<file path="src/rtl/bch_channel_ctrl.sv">
// bch_channel_ctrl
//   Sequences one BCH transmission run: encode -> noise -> error injection
//   -> decode -> report. Each stage is optional, selected by the cfg_* fields
//   that are sampled at start. Noise and random error positions come from a
//   16-bit Galois LFSR that advances only during the NOISE and ERRORS stages.
//   Encoder/decoder handshakes are bounded by TIMEOUT.
// Ports
//   i_clk, i_rst_n            clock, asynchronous active-low reset
//   i_start                   1-cycle run request (ignored while busy)
//   i_cfg_*                   stage enables, error mode, requested error count
//   i_data_in [K]             payload
//   o_enc_start/o_enc_data    encoder request; i_enc_done/i_enc_code response
//   o_dec_start/o_dec_code    decoder request; i_dec_done/i_dec_data/i_dec_fail response
//   o_busy, o_done            run in progress, 1-cycle end-of-run pulse
//   o_data_out, o_err_injected, o_mismatch, o_timeout   run results
//   o_run_count [16]          completed runs (wrapping)
module bch_channel_ctrl #(
  parameter int unsigned K         = 7,
  parameter int unsigned N         = 15,
  parameter int unsigned MAX_ERR   = 4,
  parameter logic [15:0] LFSR_SEED = 16'hACE1,
  parameter int unsigned TIMEOUT   = 1023
) (
  input  logic         i_clk,
  input  logic         i_rst_n,
  input  logic         i_start,
  input  logic         i_cfg_bch_en,
  input  logic         i_cfg_noise_en,
  input  logic         i_cfg_rand_err_en,
  input  logic [7:0]   i_cfg_num_err,
  input  logic [K-1:0] i_data_in,
  output logic         o_enc_start,
  output logic [K-1:0] o_enc_data,
  input  logic         i_enc_done,
  input  logic [N-1:0] i_enc_code,
  output logic         o_dec_start,
  output logic [N-1:0] o_dec_code,
  input  logic         i_dec_done,
  input  logic [K-1:0] i_dec_data,
  input  logic         i_dec_fail,
  output logic         o_busy,
  output logic         o_done,
  output logic [K-1:0] o_data_out,
  output logic [7:0]   o_err_injected,
  output logic         o_mismatch,
  output logic         o_timeout,
  output logic [15:0]  o_run_count
);

  localparam logic [2:0] S_IDLE   = 3'd0;
  localparam logic [2:0] S_ENCODE = 3'd1;
  localparam logic [2:0] S_NOISE  = 3'd2;
  localparam logic [2:0] S_ERRORS = 3'd3;
  localparam logic [2:0] S_DECODE = 3'd4;
  localparam logic [2:0] S_FINISH = 3'd5;

  localparam int unsigned CW = ($clog2(TIMEOUT + 1) > 8) ? $clog2(TIMEOUT + 1) : 8;
  localparam logic [N-1:0] ONE = {{(N-1){1'b0}}, 1'b1};

  logic [2:0]    r_state, w_state_nxt;
  logic          r_bch, w_bch_nxt, r_noise, w_noise_nxt, r_rand, w_rand_nxt;
  logic [7:0]    r_target, w_target_nxt;
  logic [K-1:0]  r_data, w_data_nxt;
  logic [N-1:0]  r_word, w_word_nxt;
  logic [N-1:0]  r_flipped, w_flipped_nxt;
  logic [CW-1:0] r_cnt, w_cnt_nxt;
  logic [15:0]   r_lfsr, w_lfsr_nxt;
  logic [7:0]    r_err, w_err_nxt;
  logic [7:0]    r_errs_done, w_errs_done_nxt;
  logic [K-1:0]  r_dec_data, w_dec_data_nxt;
  logic          r_dec_fail, w_dec_fail_nxt, r_dec_valid, w_dec_valid_nxt;
  logic          r_enc_start, w_enc_start_nxt, r_dec_start, w_dec_start_nxt;
  logic [K-1:0]  r_data_out, w_data_out_nxt;
  logic          r_mismatch, w_mismatch_nxt, r_timeout, w_timeout_nxt;
  logic [15:0]   r_run_count, w_run_count_nxt;
  logic [7:0]    w_rpos;
  logic [N-1:0]  w_mask;

  // First enabled stage strictly after 'from'.
  function automatic logic [2:0] f_next(input logic [2:0] from, input logic bch,
                                        input logic noise, input logic errs);
    if (from == S_IDLE && bch)                                   return S_ENCODE;
    if ((from == S_IDLE || from == S_ENCODE) && noise)           return S_NOISE;
    if ((from == S_IDLE || from == S_ENCODE || from == S_NOISE) && errs) return S_ERRORS;
    if (from != S_DECODE && bch)                                 return S_DECODE;
    return S_FINISH;
  endfunction

  function automatic logic [15:0] f_lfsr_step(input logic [15:0] v);
    return v[0] ? ((v >> 1) ^ 16'hB400) : (v >> 1);
  endfunction

  assign w_rpos = r_lfsr[7:0] % 8'(N);

  always_comb begin
    w_state_nxt      = r_state;
    w_bch_nxt        = r_bch;
    w_noise_nxt      = r_noise;
    w_rand_nxt       = r_rand;
    w_target_nxt     = r_target;
    w_data_nxt       = r_data;
    w_word_nxt       = r_word;
    w_flipped_nxt    = r_flipped;
    w_cnt_nxt        = r_cnt;
    w_lfsr_nxt       = r_lfsr;
    w_err_nxt        = r_err;
    w_errs_done_nxt  = r_errs_done;
    w_dec_data_nxt   = r_dec_data;
    w_dec_fail_nxt   = r_dec_fail;
    w_dec_valid_nxt  = r_dec_valid;
    w_enc_start_nxt  = 1'b0;
    w_dec_start_nxt  = 1'b0;
    w_data_out_nxt   = r_data_out;
    w_mismatch_nxt   = r_mismatch;
    w_timeout_nxt    = r_timeout;
    w_run_count_nxt  = r_run_count;
    w_mask           = '0;

    case (r_state)
      S_IDLE: begin
        if (i_start) begin
          w_bch_nxt          = i_cfg_bch_en;
          w_noise_nxt        = i_cfg_noise_en;
          w_rand_nxt         = i_cfg_rand_err_en;
          w_target_nxt       = (i_cfg_num_err > 8'(MAX_ERR)) ? 8'(MAX_ERR) : i_cfg_num_err;
          w_data_nxt         = i_data_in;
          w_word_nxt         = '0;
          w_word_nxt[K-1:0]  = i_data_in;
          w_flipped_nxt      = '0;
          w_err_nxt          = '0;
          w_errs_done_nxt    = '0;
          w_dec_data_nxt     = '0;
          w_dec_fail_nxt     = 1'b0;
          w_dec_valid_nxt    = 1'b0;
          w_data_out_nxt     = '0;
          w_mismatch_nxt     = 1'b0;
          w_timeout_nxt      = 1'b0;
          w_state_nxt = f_next(S_IDLE, i_cfg_bch_en, i_cfg_noise_en, i_cfg_num_err != 8'd0);
        end
      end
      S_ENCODE: begin
        if (i_enc_done) begin
          w_word_nxt  = i_enc_code;
          w_state_nxt = f_next(S_ENCODE, r_bch, r_noise, r_target != 8'd0);
        end else if (r_cnt == CW'(TIMEOUT)) begin
          w_timeout_nxt = 1'b1;
          w_state_nxt   = S_FINISH;
        end else begin
          w_cnt_nxt = r_cnt + CW'(1);
        end
      end
      S_NOISE: begin
        w_lfsr_nxt = f_lfsr_step(r_lfsr);
        if (r_lfsr[3:0] == 4'd0) begin
          w_word_nxt = r_word ^ (ONE << r_cnt);
          w_err_nxt  = r_err + 8'd1;
        end
        if (r_cnt == CW'(N - 1))
          w_state_nxt = f_next(S_NOISE, r_bch, r_noise, r_target != 8'd0);
        else
          w_cnt_nxt = r_cnt + CW'(1);
      end
      S_ERRORS: begin
        w_lfsr_nxt = f_lfsr_step(r_lfsr);
        w_mask     = ONE << (r_rand ? w_rpos : r_errs_done);
        // Only positions already hit by this stage are skipped; noise flips may be re-flipped.
        if (!r_rand || (r_flipped & w_mask) == '0) begin
          w_word_nxt      = r_word ^ w_mask;
          w_flipped_nxt   = r_flipped | w_mask;
          w_err_nxt       = r_err + 8'd1;
          w_errs_done_nxt = r_errs_done + 8'd1;
          if (r_errs_done + 8'd1 == r_target)
            w_state_nxt = f_next(S_ERRORS, r_bch, r_noise, 1'b1);
        end
      end
      S_DECODE: begin
        if (i_dec_done) begin
          w_dec_data_nxt  = i_dec_data;
          w_dec_fail_nxt  = i_dec_fail;
          w_dec_valid_nxt = 1'b1;
          w_state_nxt     = S_FINISH;
        end else if (r_cnt == CW'(TIMEOUT)) begin
          w_timeout_nxt = 1'b1;
          w_state_nxt   = S_FINISH;
        end else begin
          w_cnt_nxt = r_cnt + CW'(1);
        end
      end
      S_FINISH: w_state_nxt = S_IDLE;
      default:  w_state_nxt = S_IDLE;
    endcase

    // Results are formed from the next-state values so they are valid alongside done.
    if (w_state_nxt == S_FINISH && r_state != S_FINISH) begin
      w_data_out_nxt  = w_dec_valid_nxt ? w_dec_data_nxt : w_word_nxt[K-1:0];
      w_mismatch_nxt  = (w_data_out_nxt != w_data_nxt) || w_dec_fail_nxt;
      w_run_count_nxt = r_run_count + 16'd1;
    end

    if (w_state_nxt != r_state) begin
      w_cnt_nxt       = '0;
      w_enc_start_nxt = (w_state_nxt == S_ENCODE);
      w_dec_start_nxt = (w_state_nxt == S_DECODE);
    end
  end

  always_ff @(posedge i_clk or negedge i_rst_n) begin
    if (!i_rst_n) begin
      r_state     <= S_IDLE;
      r_bch       <= 1'b0;
      r_noise     <= 1'b0;
      r_rand      <= 1'b0;
      r_target    <= '0;
      r_data      <= '0;
      r_word      <= '0;
      r_flipped   <= '0;
      r_cnt       <= '0;
      r_lfsr      <= LFSR_SEED;
      r_err       <= '0;
      r_errs_done <= '0;
      r_dec_data  <= '0;
      r_dec_fail  <= 1'b0;
      r_dec_valid <= 1'b0;
      r_enc_start <= 1'b0;
      r_dec_start <= 1'b0;
      r_data_out  <= '0;
      r_mismatch  <= 1'b0;
      r_timeout   <= 1'b0;
      r_run_count <= '0;
    end else begin
      r_state     <= w_state_nxt;
      r_bch       <= w_bch_nxt;
      r_noise     <= w_noise_nxt;
      r_rand      <= w_rand_nxt;
      r_target    <= w_target_nxt;
      r_data      <= w_data_nxt;
      r_word      <= w_word_nxt;
      r_flipped   <= w_flipped_nxt;
      r_cnt       <= w_cnt_nxt;
      r_lfsr      <= w_lfsr_nxt;
      r_err       <= w_err_nxt;
      r_errs_done <= w_errs_done_nxt;
      r_dec_data  <= w_dec_data_nxt;
      r_dec_fail  <= w_dec_fail_nxt;
      r_dec_valid <= w_dec_valid_nxt;
      r_enc_start <= w_enc_start_nxt;
      r_dec_start <= w_dec_start_nxt;
      r_data_out  <= w_data_out_nxt;
      r_mismatch  <= w_mismatch_nxt;
      r_timeout   <= w_timeout_nxt;
      r_run_count <= w_run_count_nxt;
    end
  end

  assign o_enc_start    = r_enc_start;
  assign o_enc_data     = r_data;
  assign o_dec_start    = r_dec_start;
  assign o_dec_code     = r_word;
  assign o_busy         = (r_state != S_IDLE);
  assign o_done         = (r_state == S_FINISH);
  assign o_data_out     = r_data_out;
  assign o_err_injected = r_err;
  assign o_mismatch     = r_mismatch;
  assign o_timeout      = r_timeout;
  assign o_run_count    = r_run_count;

endmodule

</file>
<file path="config.mk">
export PLATFORM = sky130hd
export DESIGN_NAME = bch_channel_ctrl
export DESIGN_NICKNAME = d
export VERILOG_FILES = /design/src/rtl/bch_channel_ctrl.sv
export SDC_FILE = /design/constraint.sdc
export NUM_CORES = 1
export LEC_CHECK = 0
export ABC_AREA = 1
export BUFFER_PORTS_ARGS = -buffer_cell sky130_fd_sc_hd__clkbuf_2
export CORE_MARGIN = 2
export CORE_UTILIZATION = 45
export DETAILED_ROUTE_END_ITERATION = 10
export GPL_TIMING_DRIVEN = 0
export SYNTH_ARGS = -nofsm -noshare
export SYNTH_HDL_FRONTEND = slang
export SYNTH_SLANG_ARGS = --single-unit
export TNS_END_PERCENT = 20
</file>
<file path="constraint.sdc">
create_clock -name i_clk -period 13.15 [get_ports i_clk]
set_input_delay 2.63 -clock i_clk [delete_from_list [all_inputs] [get_ports i_clk]]
set_output_delay 2.63 -clock i_clk [all_outputs]
set_load 0.01 [all_outputs]
</file>
======== Yosys cells after proc, flatten, opt, wreduce, memory -nomap -nowiden ========
Index checks and enable logic that the tools add are counted.
storage, ports and cells
  register bits after elaboration ......... 129
  input bits .............................. 46
  output and inout bits ................... 59
  logic and storage cells ................. 195
operators by class
  add/subtract/negate cells ............... 4
  divide/modulo/power cells ............... 1
  magnitude comparators ................... 1
  equal/unequal tests ..................... 23
  shift-type cells ........................ 2
  muxes and demuxes ....................... 112
  bitwise operators ....................... 5
  reductions and logical operators ........ 25
operators with widths
  kind                                                                  count
  15-bit 2-to-1 mux                                                     6
  3-bit 2-to-1 mux                                                      27
  15-bit one-hot mux with 4 select lines                                1
  7-bit 2-to-1 mux                                                      8
  10-bit 2-to-1 mux                                                     5
  1-bit 2-to-1 mux                                                      49
  8-bit 2-to-1 mux                                                      6
  10-bit one-hot mux with 3 select lines                                1
  15-bit one-hot mux with 2 select lines                                1
  15-bit bitwise XOR                                                    2
  8-bit one-hot mux with 3 select lines                                 1
  16-bit by 1-bit adder with 16-bit output (second input constant)      1
  8-bit by 1-bit adder with 8-bit output (second input constant)        2
  16-bit 2-to-1 mux                                                     1
  8-bit one-hot mux with 2 select lines                                 1
  8-bit nonzero test                                                    2
  15-bit bitwise AND                                                    1
  15-bit logical NOT                                                    1
  15-bit bitwise OR                                                     1
  3-bit one-hot mux with 5 select lines                                 1
  1-bit by 10-bit << shifter with 15-bit output (first input constant)  1
  1-bit by 8-bit << shifter with 15-bit output (first input constant)   1
  7-bit one-hot mux with 2 select lines                                 1
  3-bit equality test (second input constant)                           4
  other kinds (28)                                                      48

======== Logic depth before layout (Yosys ltp) ========
Gate-level depths: netlist of run 1.
  depth after elaboration ................. 25
  gate-level depth with buffers ........... 52
  mapped depth without buffers ............ 51

======== Least setup slack after synthesis of run 1 ========
Ideal clock, no wire load.
  path type ............................... reg-to-reg
  start ................................... register r_lfsr[5]
  end ..................................... register r_run_count[12], in the netlist o_run_count[12]
  setup time .............................. 0.123 ns
  arrival time ............................ 4.703 ns
  required time ........................... 13.027 ns
  path slack .............................. 8.324 ns
  cell stages (with the launch flop) ...... 46
  path buffers ............................ 0
  clock period less this slack ............ 4.826 ns
  cells stage by stage .................... dfstp_2 > nand2_2 > nor2_4 > nor2_4 > nand3_4 > nand2_4 > nand2_1 > nand2_1 > o21bai_4 > nand2_1 > nand2_1 > inv_1 > ha_1 > inv_1 > nor2_1 > nand3_2 > nand2_4 > inv_4 > [10 not listed] > nand3_2 > nor2_2 > nand2_1 > o21ai_1 > nor2_1 > nand3_4 > nand2_4 > inv_4 > nand2_2 > nand2_1 > inv_2 > nand2_4 > nand3_4 > inv_4 > nand2_2 > nor2_4 > nand3_1 > xor2_1
between the ends
  cells in the longest elaborated chain, start to end .. 10
ends and longest elaborated chain
  item                                             line  text
  start, declared                                  67    logic [15:0] r_lfsr, w_lfsr_nxt;
  start signal, assigned                           240   r_lfsr <= w_lfsr_nxt;
  8-bit by 4-bit remainder unit with 8-bit output  93    assign w_rpos = r_lfsr[7:0] % 8'(N);
  8-bit 2-to-1 mux                                 165   w_mask = ONE << (r_rand ? w_rpos : r_errs_done);
  1-bit by 8-bit << shifter with 15-bit output     165
  15-bit bitwise AND                               167   if (!r_rand || (r_flipped & w_mask) == '0) begin
  15-bit logical NOT                               167
  1-bit logical OR                                 167
  3-bit 2-to-1 mux                                 167
  3-bit one-hot mux with 5 select lines            119   case (r_state)
  named net w_state_nxt[0]                         60    logic [2:0] r_state, w_state_nxt;
  3-bit equality test                              194   if (w_state_nxt == S_FINISH && r_state != S_FINISH) begin
  1-bit logical AND                                194
  end signal, assigned                             251   r_run_count <= w_run_count_nxt;
  end, declared                                    75    logic [15:0] r_run_count, w_run_count_nxt;
The timed path passes the listed nets, and every way through them passes these cells.
A chain may end at the register's enable or synchronous reset.

======== Worst setup path in the final report of run 1 ========
  start ................................... register r_lfsr[7]
  end ..................................... register r_dec_start, in the netlist o_dec_start
between the ends
  cells in the longest elaborated chain, start to end .. 10
  elaborated cells between the ends (all ways) .. 11
  classes of those cells .................. 1 x div; 2 x eq/ne; 1 x shift; 4 x mux; 1 x bitwise; 2 x reduce/logical
ends and longest elaborated chain
  item                                                  line      text
  8-bit by 4-bit remainder unit with 8-bit output *     93
  8-bit 2-to-1 mux *                                    165
  1-bit by 8-bit << shifter with 15-bit output *        165
  15-bit bitwise AND *                                  167
  15-bit logical NOT *                                  167
  1-bit logical OR *                                    167
  3-bit 2-to-1 mux *                                    167
  3-bit one-hot mux with 5 select lines *               119
  named net w_state_nxt[1]                              60
  3-bit equality test or 3-bit != test (tied branches)  203, 200
  1-bit 2-to-1 mux *                                    200       if (w_state_nxt != r_state) begin
  named net w_dec_start_nxt                             72        logic r_enc_start, w_enc_start_nxt, r_dec_start, w_dec_start_nxt;
  end signal, assigned                                  247       r_dec_start <= w_dec_start_nxt;
  end, declared                                         72
Mark *: on every way through the listed nets, which the timed path passes. The rest lies on a longest branch.

==> metrics.txt, run 1 <==
hold endpoint r_lfsr[9]; worst reg2reg path depth 46; Worst Setup Start Kind flop; Least-Margin Pin Slew 0.8525 ns; vias per inst 5.189; synthesized area 8093 um^2; CTS buffer count 17; pwr/cell area 200.9 nW/um^2; Max VDD drop 0.0001163 V; Avg Inst Size Synth 7.635 um^2; initial DRC count 446; worst path arrival time 6.02 ns; Final period util 43.17%; post-route ant nets 0; post-cts resize count 0; Ys Warns 0; GRT Total Usage 23.49%; commonest non-fill, non-tap cell in the layout nand2_1; worst skew pair latency 0.42 ns; initial antenna violation count 0; starting density of the core 45.52%; outcome complete, no violations; Worst path most repeated cell nand2_1; max cap viols 0; DR pass1 iterations 5; min-delay src r_lfsr[9]; Yosys reg bits 129; Gate Count Post-Synth 1060; hold_buf cts 0; commonest cells after routing, fill and taps aside nand2_1 (263), inv_1 (122), dfrtp_1 (121); DIE AREA 19070 um^2; crit path time final 5.676 ns; ys async rst share 100.0%; Slowest cell on crit path dfstp_2; TritonCTS Sinks 129; Worst Path Max Fanout 10; RSZ-0062 raised after global routing no; Final Wtd Congestion 0.8746; Fillers 1755; top_reg_cell synth dfrtp_1; Mapped Nets 1113; Core Region 17780 um^2; global route total overflow 0; Crit Reg-Reg Startpoint r_lfsr[7]; CTS root buf clkbuf_16; CTS tree built; Reg2Reg Capture Point o_dec_start; r2r setup slk 7.47 ns; Setup CP Type flop to flop; die height 138.1 um; Placement Setup Slack 7.509 ns; # port buffers 104; leakage power 0.004742 uW; Worst Slack Setup Final 7.474 ns; Synth cell types 52; Final nets 1237; final setup vio count 0; CP required 13.50 ns; Final Hold Viols 0; pin count of the biggest net entering global routing 68; dpl hpwl 16820 um; EDFF count, synth 0; Final Max Tran Viols 0; DRC viols 0; H-tree levels 4; hold path depth 2; Setup crit end kind flop; Critical Path Max Stage Delay 0.57 ns; global-route wire length before repair 36360 um; CTS Buffer Depth 2; Slew headroom 42.96%; sequential fraction of the synthesis area 40.01%; vias 7399; area delta synth->final 17.64%; TNS Setup 0 ns; wire length per cell 15.46 um; vias in the first global route 7136; Max Clk Rate 176.2 MHz; final WL 22050 um; Ports 105; Reg clk slew, reported paths 0.06 ns; Worst Hold Class flop to flop; Die W 138.1 um; share of layout cells above drive strength 1 19.21%; FP Rows 49; n_diodes 0; Post-CTS Setup Inserts 0; Final Skew 0.008865 ns
==> cells in the mapped netlist (4+ instances only) <==
cell       instances  share of area, %
nand2_1          263                12
inv_1            122               5.7
dfrtp_1          121                37
nand3_1           91               5.6
nor2_1            90               4.2
o21ai_0           53               3.3
xor2_1            42               4.5
a21oi_1           16              0.99
inv_2             16              0.74
nand2_2           16               1.2
o22ai_1           16               1.2
a22o_1            15               1.6
nor3_1            15              0.93
o21a_1            15               1.4
xnor2_1           15               1.6
clkbuf_1          12              0.56
a221oi_1          11               1.2
nand2_4            9               1.3
nor4_1             9              0.70
dfstp_2            8               2.6
nand3_2            8              0.99
nand4_1            8              0.62
o21ai_1            8              0.49
a21boi_0           7              0.65
ha_1               7               1.1
nor2_2             7              0.54
nor2_4             7              0.97
clkinv_1           6              0.28
buf_2              5              0.31
o211ai_1           5              0.46
nand3_4            4              0.87
o2111ai_1          4              0.43
==> cells by family after synthesis <==
family                   Yosys count  synth area share, %
AO/OA/AOI/OAI                    161                13.25
XOR/XNOR                          57                6.169
adder cells (fa/ha/maj)            7                1.082
buffers and inverters            168                8.055
flip-flops                       129                40.01
AND/OR/NAND/NOR                  538                31.43
==> critical path: cells and delay by family, from the launching register on <==
kind / cells / cell delay [ns]
AND/OR/NAND/NOR: 30 / 2.97
buffers and inverters: 9 / 0.92
flip-flops: 1 / 0.57
AO/OA/AOI/OAI: 5 / 0.74
adder cells (fa/ha/maj): 2 / 0.40
==> state kept, by name, indices dropped and copies added, names as in the netlist, 8 cells and up <==
register,cells
o_dec_code,15
o_err_injected,8
o_run_count,16
r_cnt,10
r_errs_done,8
r_flipped,15
r_lfsr,16
r_target,8
==> layer usage <==
| metal | part of all wire (%) | up-vias | track usage, % |
|---|---|---|---|
| met5 | 0 | - | 0 |
| met1 | 47 | 3479 | 32.01 |
| met2 | 46 | 172 | 37.23 |
| met4 | 2.2 | 0 | 8.378 |
| met3 | 4.7 | 36 | 4.988 |
| li1 | - | 3712 | - |
==> report_power, final <==
part	internal (uW)	leakage, uW	switching (uW)
sequential	491	0.00168	78.5
clock	293	0.000279	177
combinational	283	0.00278	590
total	1070	0.00474	845
==> cell type report <==
type                            count  area (um^2)  share of cell area (%)
Inverter                          147        559.3                   5.875
Tap cell                          229        286.5                   3.010
Timing Repair Buffer              105        556.8                   5.848
Clock buffer                       23        478.0                   5.020
Buffer                             21        92.59                  0.9725
Multi-Input combinational cell    763         4203                   44.15
Clock inverter                      9        106.4                   1.117
Sequential cell                   129         3238                   34.01
==> stage by stage <==
stage               cells  total power (uW)  instance area [um^2]  hold slack (ns)  util (%)
floorplan            1060              1171                  8093           0.4422         -
global placement     1393              1432                  8900           0.4559     50.06
detailed placement   1394              1442                  8936           0.4583     50.26
CTS                  1426              1915                  9520           0.4730     53.55
global route         1426              2058                  9520           0.4876     53.55
finish               1426              1913                  9520           0.4686     53.55
==> worst max-delay path by stage <==
stage	end	start	slack, ns
2_1_floorplan	o_run_count[12]	r_lfsr[5]	8.32
3_3_place_gp	r_dec_data[4]	i_rst_n	7.16
5_1_grt	o_dec_start	r_lfsr[7]	6.86
3_5_place_dp	o_dec_code[14]	r_lfsr[5]	7.51
6_report	o_dec_start	r_lfsr[7]	7.47
4_1_cts	o_dec_start	r_lfsr[5]	7.47
No activity file was read; power rests on OpenSTA's default activity.
==> inputs of run 2 (changes only) <==
- ABC_AREA: 1 -> 0
- PLACE_DENSITY: not set -> 0.67
- clock period: 13.15 -> 4.75 ns (I/O delays scaled with it)
==> metrics.txt, run 2 <==
outcome complete, but fails checks; failing checks setup timing; Synth cell types 92 (+77%); CTS buffer count 17 (unchanged); initial DRC count 726 (+63%); Setup CP Type flop to flop; CTS tree built; r2r setup slk -0.79 ns (-8.26 ns); TritonCTS Sinks 129 (unchanged); leakage power 0.004823 uW (+1.7%); CTS root buf clkbuf_16; critical path depth 25 (-46%); Die W 138.8 um (+0.48%); DIE AREA 19260 um^2 (+0.96%); Final Hold Viols 0 (unchanged); Worst Hold Class input port to asynchronous set/reset pin; commonest cells after routing, fill and taps aside dfrtp_1 (121), nand2_1 (109), clkbuf_2 (105); pwr/cell area 551.3 nW/um^2 (+170%); Ys Warns 0 (unchanged); GRT Total Usage 26.05% (+2.6 points); post-route ant nets 0 (unchanged); Mapped Nets 998 (-10%); Core Util, Final 59.59% (+6.0 points); Final Max Tran Viols 0 (unchanged); Crit path buffers/inverters 3 (-6); pin count of the biggest net entering global routing 85 (+25%); Reg2Reg Capture Point o_mismatch; global route total overflow 0 (unchanged); Setup crit end kind flop; top_reg_cell synth dfrtp_1; top post-synthesis cells by count dfrtp_1 (121), nand2_1 (111), nor2_1 (111); area leader, netlist dfrtp_1; worst path arrival time 5.85 ns (-0.17 ns); sequential fraction of the synthesis area 39.62% (-0.39 points); Critical Path Start r_lfsr[6]; worst skew pair latency 0.43 ns (about the same); initial antenna violation count 0 (unchanged); Slew headroom 3.155% (-40 points); crit path time final 5.536 ns (-0.1400 ns); DR pass1 iterations 5 (unchanged); worst reg2reg path depth 25 (-46%); Final nets 1170 (-5.4%); Core Region 17900 um^2 (+0.69%); Worst Setup EP o_mismatch; Yosys reg bits 129 (unchanged); Slowest cell on crit path dfstp_2; vias in the first global route 7716 (+8.1%); Final Wtd Congestion 0.9410 (+7.6%); synthesized area 8173 um^2 (+0.99%); Avg Inst Size Synth 8.649 um^2 (+13%); CTS Buffer Depth 2 (unchanged); Crit Reg-Reg Startpoint r_lfsr[6]; most common cell in the synthesized netlist dfrtp_1; final setup vio count 86 (+86); CP required 5.06 ns (-8.44 ns); Final period util 116.6% (+73 points); Least-Margin Pin Slew 1.439 ns (+0.5869 ns); share of layout cells above drive strength 1 29.03% (+9.8 points); ys async rst share 100.0% (unchanged); Max VDD drop 0.0003172 V (+170%); Worst Setup Start Kind flop; Final Power 5881 uW (+210%); Placement Setup Slack -1.371 ns (-8.881 ns); max cap viols 0 (unchanged); FP Rows 49 (unchanged); Top Family by Delay on Critical Path compound AO/OA/AOI/OAI gates; area delta synth->final 30.53%; commonest non-fill, non-tap cell in the layout dfrtp_1; starting density of the core 45.65% (+0.14 points); Ports 105 (unchanged); DRC viols 0 (unchanged); H-tree levels 4 (unchanged); dpl hpwl 17790 um (+5.7%); die height 138.8 um (+0.48%); vias 8017 (+8.4%); Max Clk Rate 180.6 MHz (+2.5%); EDFF count, synth 0 (unchanged); wire length per cell 18.46 um (+19%); Final Skew 0.01030 ns (+0.001439 ns); global-route wire length before repair 40570 um (+12%); Worst Slack Setup Final -0.7863 ns (-8.260 ns); Critical Path Max Stage Delay 0.59 ns (+0.02 ns); Cell Area, Placed 9206 um^2 (+3.0%); Yosys top cell area share 37.05% (-0.37 points); RSZ-0062 raised after global routing yes; Gate Count Post-Synth 945 (-11%); ranking of synthesized cells by area dfrtp_1 (37%), nand2_1 (5.1%), nor2_1 (5.1%), o21ai_0 (4.4%), xor2_1 (3.6%); final WL 25090 um (+14%); vias per inst 5.899 (+14%); final instance area 10670 um^2 (+12%); Worst Path Max Fanout 6 (-4); Reg clk slew, reported paths 0.06 ns (about the same); n_diodes 0 (unchanged); # port buffers 104 (unchanged)
run 2: report_power, final:
part / switching (uW) / total [uW] / internal [uW] / leakage [uW]
Combinational: 1860 / 3090 / 1220 / 0.00283
Sequential: 186 / 1480 / 1290 / 0.00170
Clock: 511 / 1320 / 804 / 0.000284
run 2: cell type report:
cell class / instances / area, um^2
Buffer: 49 / 289.0
Clock buffer: 21 / 460.4
Clock inverter: 11 / 128.9
Fill cell: 1557 / 7234
Inverter: 28 / 107.6
Multi-Input combinational cell: 737 / 5166
Sequential cell: 129 / 3238
Tap cell: 229 / 286.5
Timing Repair Buffer: 155 / 991.0
run 2: cell families (layout without fill, tap and decap cells):
kind of cell,Yosys count,after routing,synth area share [%]
adders and majority gates,8,8,1.194
DFF,129,129,39.62
buffers and inverters,79,264,3.888
AOI/OAI and AO/OA,259,259,23.39
xor gates and xnor gates,60,60,6.430
and+or+nand+nor,389,389,22.86
muxes,21,21,2.618
run 2: worst min-delay path by stage:
stage / cells after the start / startpoint / to
6_report: 1 / i_rst_n / r_cnt[7]
5_1_grt: 1 / i_rst_n / r_cnt[1]
4_1_cts: 1 / i_rst_n / r_cnt[1]
3_5_place_dp: 1 / o_run_count[15] / o_run_count[15]
3_3_place_gp: 2 / r_lfsr[9] / r_lfsr[8]
2_1_floorplan: 2 / r_lfsr[9] / r_lfsr[8]
run 2: what timing repair did:
item	in CTS	in global routing
setup endpoints to repair	86	86
gates cloned	1	0
buffers inserted	40	9
gates resized for setup	86	33
pin swaps	55	27
hold buffers	0	0
run 2: metrics by stage:
step | std cells | hold WS [ns] | setup TNS [ns]
4_1_cts | 1350 | 0.4603 | -39.18
3_3_place_gp | 1278 | 0.4513 | -78.69
2_1_floorplan | 945 | 0.4386 | -25.85
5_1_grt | 1359 | 0.4761 | -55.66
6_report | 1359 | 0.4558 | -37.60
3_5_place_dp | 1279 | 0.4563 | -79.34
run 2: routing by layer:
metal,wire (um),up-vias,track usage (%)
met5,0,-,0
met4,733,0,9.995
met3,1514,54,5.007
met2,11840,275,41.09
met1,11000,3880,35.73
li1,-,3808,-
==> inputs of run 3 (changes only) <==
- BUFFER_PORTS_ARGS: -buffer_cell sky130_fd_sc_hd__clkbuf_2 -> not set
- DONT_BUFFER_PORTS: not set -> 1
- PLACE_DENSITY: 0.67 -> not set
==> metrics.txt, run 3 (synthesis gave the netlist of run 2 again) <==
outcome complete, but fails checks; failing checks setup timing; GR met1 Demand/Resource 33.50% (-2.2 points); DR pass1 iterations 5 (unchanged); worst hold slack 0.2243 ns (-0.2315 ns); TritonCTS Sinks 129 (unchanged); Setup crit end kind flop; Final Hold Viols 0 (unchanged); Slew headroom 11.49% (+8.3 points); worst skew pair latency 0.42 ns (about the same); initial antenna violation count 0 (unchanged); Slowest cell on crit path dfstp_2; DIE AREA 19260 um^2 (unchanged); share of layout cells above drive strength 1 21.99% (-7.0 points); Worst path most repeated cell buf_6; Critical Path Max Stage Delay 0.60 ns (about the same); Worst Path Max Fanout 10 (+4); Top Family by Delay on Critical Path compound AO/OA/AOI/OAI gates; Worst Setup Start Kind flop; Final nets 1063 (-9.1%); Final Power 5720 uW (-2.7%); worst path arrival time 5.96 ns (+0.11 ns); CTS tree built; vias 7524 (-6.1%); Setup CP Type flop to flop; # port buffers 0 (-100%); RSZ-0062 raised after global routing yes; Crit Reg-Reg Startpoint r_lfsr[5]; FP Rows 49 (unchanged); Max VDD drop 0.0003327 V (+4.9%); CTS root buf clkbuf_16; vias per inst 6.010 (+1.9%); CP required 5.01 ns (-0.05 ns); Die W 138.8 um (unchanged); global route total overflow 0 (unchanged); Final Wtd Congestion 0.9477 (+0.71%); commonest non-fill, non-tap cell in the layout dfrtp_1; global-route wire length before repair 39600 um (-2.4%); Final Skew 0.009343 ns (-0.0009605 ns); pin count of the biggest net entering global routing 130 (+53%); CTS buffer count 17 (unchanged); die height 138.8 um (unchanged); Ports 105 (unchanged); leakage power 0.004310 uW (-11%); final setup vio count 86 (unchanged); CTS Buffer Depth 2 (unchanged); Worst Hold Class input port to asynchronous set/reset pin; dpl hpwl 17380 um (-2.3%); non-filler instance count after layout 1252 (-7.9%); Final Max Tran Viols 0 (unchanged); GR peak layer met2; n_diodes 0 (unchanged); max cap viols 0 (unchanged); worst reg2reg path depth 25 (unchanged); met3 Use GR 6.215% (+1.2 points); crit path time final 5.703 ns (+0.1663 ns); Fillers 1618 (+3.9%); Worst Slack Setup Final -0.9526 ns (-0.1663 ns); placed insts 1174 (-8.2%); Final period util 120.1% (+3.5 points); initial DRC count 740 (+1.9%); area delta synth->final 23.29%; Reg clk slew, reported paths 0.06 ns (about the same); hold_buf cts 0 (unchanged); Crit path buffers/inverters 6 (+3); Core Region 17900 um^2 (unchanged); Least-Margin Pin Slew 1.316 ns (-0.1238 ns); H-tree levels 4 (unchanged); GRT Total Usage 25.57% (-0.49 points); r2r setup slk -0.95 ns (-0.17 ns); starting density of the core 45.65% (unchanged); Max Clk Rate 175.4 MHz (-2.9%); Reg2Reg Capture Point r_cnt[1]; vias in the first global route 7358 (-4.6%); final WL 24830 um (-1.0%); wire length per cell 19.84 um (+7.5%); met2 Track Usage GR 41.25% (+0.16 points); DRC viols 0 (unchanged); commonest cells after routing, fill and taps aside dfrtp_1 (121), nand2_1 (107), nor2_1 (97); pwr/cell area 567.7 nW/um^2 (+3.0%); post-route ant nets 0 (unchanged)
## run 3: cell types whose count changed in the layout (fill, tap and decap cells not counted), moves of 3 or more
cell,delta
nor3_4,-3
clkbuf_2,-105
nand3_2,-3
buf_4,+4
## run 3: worst max path at each step
stage	startpoint	endpoint	depth (start not counted)
6_report	r_lfsr[5]	r_cnt[1]	25
3_3_place_gp	r_lfsr[6]	o_mismatch	25
4_1_cts	r_lfsr[7]	r_cnt[1]	27
5_1_grt	r_lfsr[7]	r_cnt[1]	27
2_1_floorplan	r_lfsr[7]	o_mismatch	24
3_5_place_dp	r_lfsr[6]	o_mismatch	25
## run 3: report_power, final
part	internal (uW)	switching (uW)
Clock	803	513
Sequential	1290	248
Combinational	1120	1750
## run 3: per-layer routing
layer / routed length (um) / part of all wire (%)
met1: 10740 / 43
met2: 11890 / 48
met3: 1602 / 6.5
met4: 601 / 2.4
met5: 0 / 0
## run 3: cell type report
cell class                 count  area [um^2]  share of cell area, %
clock buffer                  21        460.4                  4.570
timing repair buffer          49        406.6                  4.036
tap                          229        286.5                  2.844
multi-input combinational    737         5175                  51.36
inverter                      28        107.6                  1.068
buffer                        48        274.0                  2.719
sequential                   129         3238                  32.14
clock inverter                11        127.6                  1.267
## run 3: what timing repair did
action	4_1_cts	5_1_grt
cloned	1	0
buffers inserted	40	8
resized for setup	80	40
setup endpoints to repair	86	86
pin swaps	46	31
## run 3: stage by stage
step / cell area, um^2 / utilization [%] / setup slack, ns / TNS [ns]
finish: 10080 / 56.28 / -0.9526 / -53.90
global route: 10080 / 56.28 / -1.144 / -72.23
CTS: 9863 / 55.10 / -0.9256 / -52.48
detailed placement: 8650 / 48.32 / -1.484 / -83.77
global placement: 8650 / 48.32 / -1.416 / -80.94
floorplan: 8363 / - / -0.6475 / -25.85
